--- src/rtl/imem_access_arbiter.sv ---
// imem_access_arbiter: shares one 1-cycle-latency memory port between the
// core fetch unit, the core load/store unit and a debug program loader.
module imem_access_arbiter #(
   parameter int unsigned ADDR_WIDTH = 32,
   parameter int unsigned DATA_WIDTH = 32,
   parameter int unsigned MAX_WAIT   = 4
) (
   input  logic                      clk,
   input  logic                      rst_n,
   input  logic                      if_req,
   input  logic [ADDR_WIDTH-1:0]     if_addr,
   output logic                      if_gnt,
   output logic                      if_rvalid,
   output logic [DATA_WIDTH-1:0]     if_rdata,
   input  logic                      ls_req,
   input  logic                      ls_we,
   input  logic [DATA_WIDTH/8-1:0]   ls_be,
   input  logic [ADDR_WIDTH-1:0]     ls_addr,
   input  logic [DATA_WIDTH-1:0]     ls_wdata,
   output logic                      ls_gnt,
   output logic                      ls_rvalid,
   output logic [DATA_WIDTH-1:0]     ls_rdata,
   input  logic                      dbg_halt,
   input  logic                      dbg_req,
   input  logic                      dbg_we,
   input  logic [ADDR_WIDTH-1:0]     dbg_addr,
   input  logic [DATA_WIDTH-1:0]     dbg_wdata,
   output logic                      dbg_gnt,
   output logic                      dbg_rvalid,
   output logic [DATA_WIDTH-1:0]     dbg_rdata,
   output logic                      halted,
   output logic                      core_stall,
   output logic                      mem_en,
   output logic [DATA_WIDTH/8-1:0]   mem_we,
   output logic [ADDR_WIDTH-1:0]     mem_addr,
   output logic [DATA_WIDTH-1:0]     mem_wdata,
   input  logic [DATA_WIDTH-1:0]     mem_rdata
);

   localparam int unsigned BE_WIDTH  = DATA_WIDTH / 8;
   localparam int unsigned CNT_WIDTH = 4;
   localparam logic [CNT_WIDTH-1:0] CNT_MAX = CNT_WIDTH'(MAX_WAIT);

   typedef enum logic [1:0] {
      ST_RUN   = 2'd0,
      ST_DRAIN = 2'd1,
      ST_HALT  = 2'd2
   } state_t;

   state_t                r_state;
   state_t                w_state_nxt;
   logic [CNT_WIDTH-1:0]  r_starve;
   logic [CNT_WIDTH-1:0]  w_starve_nxt;
   logic                  r_if_rvalid;
   logic                  r_ls_rvalid;
   logic                  r_dbg_rvalid;
   logic                  r_halted;

   logic                  w_if_gnt;
   logic                  w_ls_gnt;
   logic                  w_dbg_gnt;
   logic                  w_is_read;
   logic [BE_WIDTH-1:0]   w_mem_we;
   logic [ADDR_WIDTH-1:0] w_mem_addr;
   logic [DATA_WIDTH-1:0] w_mem_wdata;
   logic                  w_starve_max;

   assign w_starve_max = (r_starve == CNT_MAX);

   // State, starvation counter, read-response owner flags and halted flag
   always_ff @(posedge clk or negedge rst_n) begin
      if (!rst_n) begin
         r_state      <= ST_RUN;
         r_starve     <= '0;
         r_if_rvalid  <= 1'b0;
         r_ls_rvalid  <= 1'b0;
         r_dbg_rvalid <= 1'b0;
         r_halted     <= 1'b0;
      end else begin
         r_state      <= w_state_nxt;
         r_starve     <= w_starve_nxt;
         r_if_rvalid  <= w_if_gnt  & w_is_read;
         r_ls_rvalid  <= w_ls_gnt  & w_is_read;
         r_dbg_rvalid <= w_dbg_gnt & w_is_read;
         r_halted     <= (w_state_nxt == ST_HALT);
      end
   end

   // Next state, grant selection and memory port mux; grants forced low in reset
   always_comb begin
      w_state_nxt  = r_state;
      w_starve_nxt = r_starve;
      w_if_gnt     = 1'b0;
      w_ls_gnt     = 1'b0;
      w_dbg_gnt    = 1'b0;
      w_is_read    = 1'b0;
      w_mem_we     = '0;
      w_mem_addr   = '0;
      w_mem_wdata  = '0;

      if (rst_n) begin
         case (r_state)
            ST_RUN: begin
               if (dbg_halt) begin
                  w_state_nxt = ST_DRAIN;
               end else if (ls_req && !(w_starve_max && if_req)) begin
                  w_ls_gnt = 1'b1;
               end else if (if_req) begin
                  w_if_gnt = 1'b1;
               end
               // Count consecutive denied fetch cycles, saturating at the limit
               if (if_req && !w_if_gnt) begin
                  if (!w_starve_max) w_starve_nxt = r_starve + CNT_WIDTH'(1);
               end else begin
                  w_starve_nxt = '0;
               end
            end
            ST_DRAIN: begin
               w_state_nxt = ST_HALT;
            end
            ST_HALT: begin
               w_dbg_gnt = dbg_req;
               if (!dbg_halt) w_state_nxt = ST_RUN;
            end
            default: begin
               w_state_nxt = ST_RUN;
            end
         endcase
      end

      if (w_ls_gnt) begin
         w_mem_addr  = ls_addr;
         w_mem_wdata = ls_wdata;
         w_mem_we    = ls_we ? ls_be : '0;
         w_is_read   = !ls_we;
      end else if (w_if_gnt) begin
         w_mem_addr  = if_addr;
         w_is_read   = 1'b1;
      end else if (w_dbg_gnt) begin
         w_mem_addr  = dbg_addr;
         w_mem_wdata = dbg_wdata;
         w_mem_we    = dbg_we ? '1 : '0;
         w_is_read   = !dbg_we;
      end
   end

   assign if_gnt     = w_if_gnt;
   assign ls_gnt     = w_ls_gnt;
   assign dbg_gnt    = w_dbg_gnt;
   assign mem_en     = w_if_gnt | w_ls_gnt | w_dbg_gnt;
   assign mem_we     = w_mem_we;
   assign mem_addr   = w_mem_addr;
   assign mem_wdata  = w_mem_wdata;

   assign if_rvalid  = r_if_rvalid;
   assign ls_rvalid  = r_ls_rvalid;
   assign dbg_rvalid = r_dbg_rvalid;
   assign if_rdata   = mem_rdata;
   assign ls_rdata   = mem_rdata;
   assign dbg_rdata  = mem_rdata;
   assign halted     = r_halted;

   assign core_stall = (r_state != ST_RUN) || dbg_halt ||
                       (if_req && !w_if_gnt) || (ls_req && !w_ls_gnt);

endmodule

--- config.mk ---
export PLATFORM = sky130hd
export DESIGN_NAME = imem_access_arbiter
export DESIGN_NICKNAME = d
export VERILOG_FILES = /design/src/rtl/imem_access_arbiter.sv
export SDC_FILE = /design/constraint.sdc
export NUM_CORES = 1
export LEC_CHECK = 0
export ABC_CLOCK_PERIOD_IN_PS = 2230
export CORE_AREA = 2 2 148 150
export CTS_CLUSTER_DIAMETER = 60
export CTS_CLUSTER_SIZE = 28
export DETAILED_ROUTE_END_ITERATION = 7
export DIE_AREA = 0 0 150 152
export GPL_TIMING_DRIVEN = 1
export PLACE_DENSITY = 0.54
export SYNTH_ARGS = -nofsm -noshare
export SYNTH_HDL_FRONTEND = slang
export SYNTH_SLANG_ARGS = --single-unit
--- constraint.sdc ---
create_clock -name clk -period 2.23 [get_ports clk]
set_clock_uncertainty 0.15 [all_clocks]
set_input_delay 0.446 -clock clk [delete_from_list [all_inputs] [get_ports clk]]
set_output_delay 0.446 -clock clk [all_outputs]
set_load 0.02 [all_outputs]
# Yosys cells after proc, flatten, opt, wreduce, memory -nomap -nowiden
# Index checks and enable logic that the tools add are counted.
# W data, S select, Z words.
# classes
n_reduce_logical	17
eq_ne	5
bitwise_logic	5
addsub	1
n_mux	33
# op_table
op	n
$mux W32	6
$mux W4	7
$mux W1	16
$logic_not A1 Y1	6
$mux W2	3
$pmux W2 S3	1
$logic_and A1 B1 Y1	5
$add A4 B1 Y4 const B	1
$eq A2 B2 Y1 const B	2
$eq A4 B3 Y1 const B	1
$and A1 B1 Y1	3
$logic_or A1 B1 Y1	3
$reduce_and A3 Y1	1
$eq A2 B1 Y1 const B	1
$logic_not A2 Y1	1
$ne A2 B2 Y1 const B	1
$or A1 B1 Y1	2
$reduce_bool A2 Y1	1
# word_totals
word_cells	67
in_bits	204
reg_bits	10
out_inout_bits	173

# Logic depth before layout (Yosys ltp)
# depth
ltp_word	14
depth_mapped	8
depth_no_buf	7

# Least setup slack after synthesis
# OpenSTA, ideal clock, no wires.
# synth_timing
path_kind	register -> output
from	register r_starve[0]
to	output mem_addr[22]
stages_incl_launch_ff	8
n_path_buf	1
t_arrival_ps	1966
setup_slack_ps	-332
cell_sequence	dfrtp_1 -> inv_1 -> ha_1 -> nand3b_1 -> a2111oi_4 -> buf_6 -> a221oi_1 -> nor2_1
# synth_between
elab_chain_len	12
elab_cells_between_ends	16
cone_classes	1 x eq/ne; 12 x mux; 3 x reduce/logical
# synth_rtl
element	line	rtl
from (decl)	52	logic [CNT_WIDTH-1:0] r_starve;
from (signal assigned)	81	r_starve <= w_starve_nxt;
$eq A4 B3 Y1	68	assign w_starve_max = (r_starve == CNT_MAX);
$logic_and A1 B1 Y1	106	end else if (ls_req && !(w_starve_max && if_req)) begin
$logic_not A1 Y1	106	
$logic_and A1 B1 Y1	106	
$mux W1	106	
$mux W1	104	if (dbg_halt) begin
$mux W1	102	case (r_state)
$mux W1	101	if (rst_n) begin
$mux W1	102	
$mux W1	101	
via if_gnt	12	output logic if_gnt,
$mux W32	136	end else if (w_if_gnt) begin
$mux W32	131	if (w_ls_gnt) begin
to (decl)	35	output logic [ADDR_WIDTH-1:0] mem_addr,
# The timed path passes the listed nets, and every way through them passes these cells. The select of a mux whose other input is x is not followed.

# Worst setup path in the final report
# layout_timing
from	register r_starve[0]
to	output mem_addr[9]
# layout_between
elab_chain_len	12
elab_cells_between_ends	16
cone_classes	1 x eq/ne; 12 x mux; 3 x reduce/logical
# layout_rtl
element	line
$eq A4 B3 Y1 (*)	68
$logic_and A1 B1 Y1 (*)	106
$logic_not A1 Y1 (*)	106
$logic_and A1 B1 Y1 (*)	106
$mux W1	106
$mux W1	104
$mux W1	102
$mux W1	101
$mux W1	102
$mux W1	101
$mux W32	136
$mux W32 (*)	131
# Mark *: on every way between the ends. The rest lies on a longest branch, timed or not. The select of a mux whose other input is x is not followed.

==> impl_metrics.yaml <==
status:
  status: "finished with violations"
  violations: "setup timing"
worst_setup_path:
  crit_type: "reg -> out"
  r2r_slack_ns: 0.25
  path_max_fanout: 8
  cp-end-kind: "primary output"
  start_kind: "flip-flop"
  critPathArrivalTime_ns: 2.25
  cp.required_ns: 1.63
yosys:
  synth_edf_count: 0
  synth.area.top_cells: "buf_4 31%, a22o_1 12%, dfrtp_1 11%"
  synth_ff_type: "dfrtp_1"
  syn_avg_cell_area_um2: 7.602
  synthArstFlopShare_pct: 100.0
  synthMuxAreaShare_pct: 0.9204
  netlist_instances: 304
  synth_compound_area_share_pct: 32.43
  synth_largest_area_cell: "buf_4"
  seq_area_frac_synth_pct: 10.83
  syn-cell-area_mm2: 0.002311
  synth-xor-area-share_pct: 0
  synth_top_family_by_area: "buffers and inverters"
  ys_seq_elements: 10
  synth-simple-area-share_pct: 15.05
  synth.distinct_cells: 39
  synth_nets: 510
  synth_fa_ha_area_share_pct: 1.516
  synth_top_area_share_pct: 31.19
  yosys_warnings: 0
routing:
  avgRoutedWirePerCell_um: 16.99
  vias: 3072
  via_per_inst: 3.869
  detail-route-antenna-nets: 0
  drc: 0
  dr.pass1.iters: 4
  wl_mm: 13.49
  drtIter0Drc: 62
timing:
  hold_viol_final: 0
  rsz0062_at_grt: "yes"
  setup_viol: 71
  finalMaxSlewViolations: 0
  worst_pin_slew_ns: 0.3503
  max_freq_mhz: 351.9
  relSlewSlack_pct: 76.05
  fin_crit_ns: 2.841
  worst_slack_ns: -0.6115
  layout_worst_path_cycle_share_pct: 127.4
finish:
  final_layout_size_suffix_gt1_share_pct: 49.61
  fin_area_mm2: 0.005989
  areaGrowthSynthToFinish_pct: 159.2
  antenna_cells: 0
  final_cells: 794
  layout.nets: 721
clock_tree:
  cts_made_buffers: 3
  cts_tree: "built"
  clk_pin_slew_worst_paths_ns: 0.04
  insertion_delay_ns: 0.24
  cts-htree-levels: 1
  hold_buffers: 0
  cts_sinks: 10
  clockRootBuffer: "clkbuf_16"
  clk_path_buf_depth: 2
grt:
  globalRouteTotalUtil_pct: 10.91
  grt_overflow: 0
  antenna_found_initial: 0
  grt_max_degree: 19
  grt_pass1_wl_mm: 18.86
  grt_pass1_vias: 3239
floorplanning:
  rows: 54
  die_y_um: 152
  core_mm2: 0.02135
  die_x_um: 150
  dieArea_mm2: 0.02280
  initial_core_util_pct: 10.82
  pin_count: 377
pwr:
  p_per_area_mw_per_mm2: 423.2
  ir_drop_mv: 0.2241
  p_leak_nw: 2.484
place:
  placed_area_mm2: 0.005056
  pre_cts_slack_ns: -1.214
  portBuffers: 248
  gp_congestion: 0.7035
  hpwlAfterDp_mm: 9.871
  dp_cells: 766
hold_path:
  worstHoldPathType: "in -> async"
flow_run:
  drv_cap: 0
-- stage by stage --
stage	setup TNS (ns)	power, mW	hold slack, ns	utilization, %
2_1_floorplan	-9.056	1.181	0.0004089	-
3_3_place_gp	-78.91	1.846	0.3886	23.68
3_5_place_dp	-79.19	1.846	0.3949	23.68
4_1_cts	-36.97	2.448	0.2080	26.81
5_1_grt	-45.87	2.676	0.3001	28.05
6_report	-37.42	2.535	0.3018	28.05
-- final timing paths --
| path | from | to | cells past startpoint |
|---|---|---|---|
| setup / recovery | r_starve[0] | mem_addr[9] | 10 |
| min in group clk | r_starve[3] | r_starve[3] | 2 |
| hold reg to reg | r_starve[3] | r_starve[3] | 2 |
| hold / removal | rst_n | ls_rvalid | 4 |
| max in group asynchronous | rst_n | r_starve[2] | 4 |
| setup reg to reg | r_state[1] | r_starve[3] | 6 |
-- registers in the layout, summed over array words and instances (netlist names) --
name and cells:
r_starve 4, halted 1, ls_rvalid 1, dbg_rvalid 1
r_state 2, if_rvalid 1
-- cell families (layout without fill, tap and decap cells) --
group                    after synthesis  count (layout)
buffers and inverters                125             335
AND/OR/NAND/NOR                       83              83
AO/OA/AOI/OAI                         81              81
flip-flops                            10              10
adder cells (fa/ha/maj)                3               3
multiplexers                           2               2
-- cells in the mapped netlist (2+ instances only) --
| master | instances |
|---|---|
| a2111oi_0 | 2 |
| a221oi_1 | 27 |
| a221oi_2 | 5 |
| a22o_1 | 32 |
| a32o_1 | 4 |
| buf_2 | 7 |
| buf_4 | 96 |
| buf_6 | 4 |
| clkbuf_1 | 6 |
| clkbuf_8 | 3 |
| dfrtp_1 | 10 |
| ha_1 | 2 |
| inv_1 | 6 |
| nand2_1 | 7 |
| nor2_1 | 66 |
| nor2b_1 | 2 |
| o21ai_0 | 2 |
| o22ai_1 | 2 |
-- timing repair --
action	CTS	global route
pin swaps	39	13
cloned	7	0
resized for setup	450	48
endpoints found under the setup margin	74	72
buffers inserted	11	10
-- layout make-up --
cell class	instances	area (um2)
Sequential cell	10	250.2
Inverter	8	36.28
Fill cell	2274	15360
Timing Repair Buffer	323	3416
Tap cell	280	350.3
Multi-Input combinational cell	169	1848
Clock buffer	4	88.84
-- report_power, final --
part | total [mW] | switching [mW] | internal [mW]
sequential | 0.240 | 0.0212 | 0.219
clock | 0.361 | 0.0906 | 0.270
combinational | 1.93 | 0.833 | 1.10
total | 2.53 | 0.944 | 1.59
-- metal layers --
layer / up-vias / routed length, um / GRT usage (%) / part of all wire (%)
met4: 0 / 299 / 2.740 / 2.2
met5: - / 0 / 0 / 0
li1: 1430 / - / - / -
met1: 1388 / 4824 / 11.53 / 36
met2: 225 / 6842 / 20.59 / 51
met3: 29 / 1525 / 3.483 / 11
-- placed cells by master, fill, tap and decap left out, drive strengths merged --
| master | count |
|---|---|
| a2111oi | 3 |
| a21o | 1 |
| a21oi | 1 |
| a221oi | 32 |
| a22o | 32 |
| a31oi | 1 |
| a32o | 4 |
| a41oi | 1 |
| and3b | 1 |
| and4 | 1 |
| buf | 148 |
| clkbuf | 4 |
| clkdlybuf4s15 | 1 |
| clkdlybuf4s50 | 172 |
| clkinv | 2 |
| dfrtp | 10 |
| dlygate4sd2 | 2 |
| ha | 2 |
| inv | 6 |
| maj3 | 1 |
| mux2 | 1 |
| mux2i | 1 |
| nand2 | 7 |
| nand3 | 1 |
| nand3b | 1 |
| nor2 | 66 |
| nor2b | 2 |
| nor3 | 1 |
| nor3b | 1 |
| o2111ai | 1 |
| o21ai | 2 |
| o22ai | 2 |
| o31ai | 1 |
| or3 | 1 |
| or3b | 1 |
-- critical path, cell delays in order, from the launching register on --
cell	delay, ns
dfrtp_1	0.39
inv_2	0.09
ha_4	0.13
nand3b_1	0.10
buf_4	0.17
a2111oi_4	0.41
buf_6	0.19
buf_12	0.16
a221oi_2	0.09
nor2_2	0.12
buf_6	0.13
(Power assumes the default switching activity.)
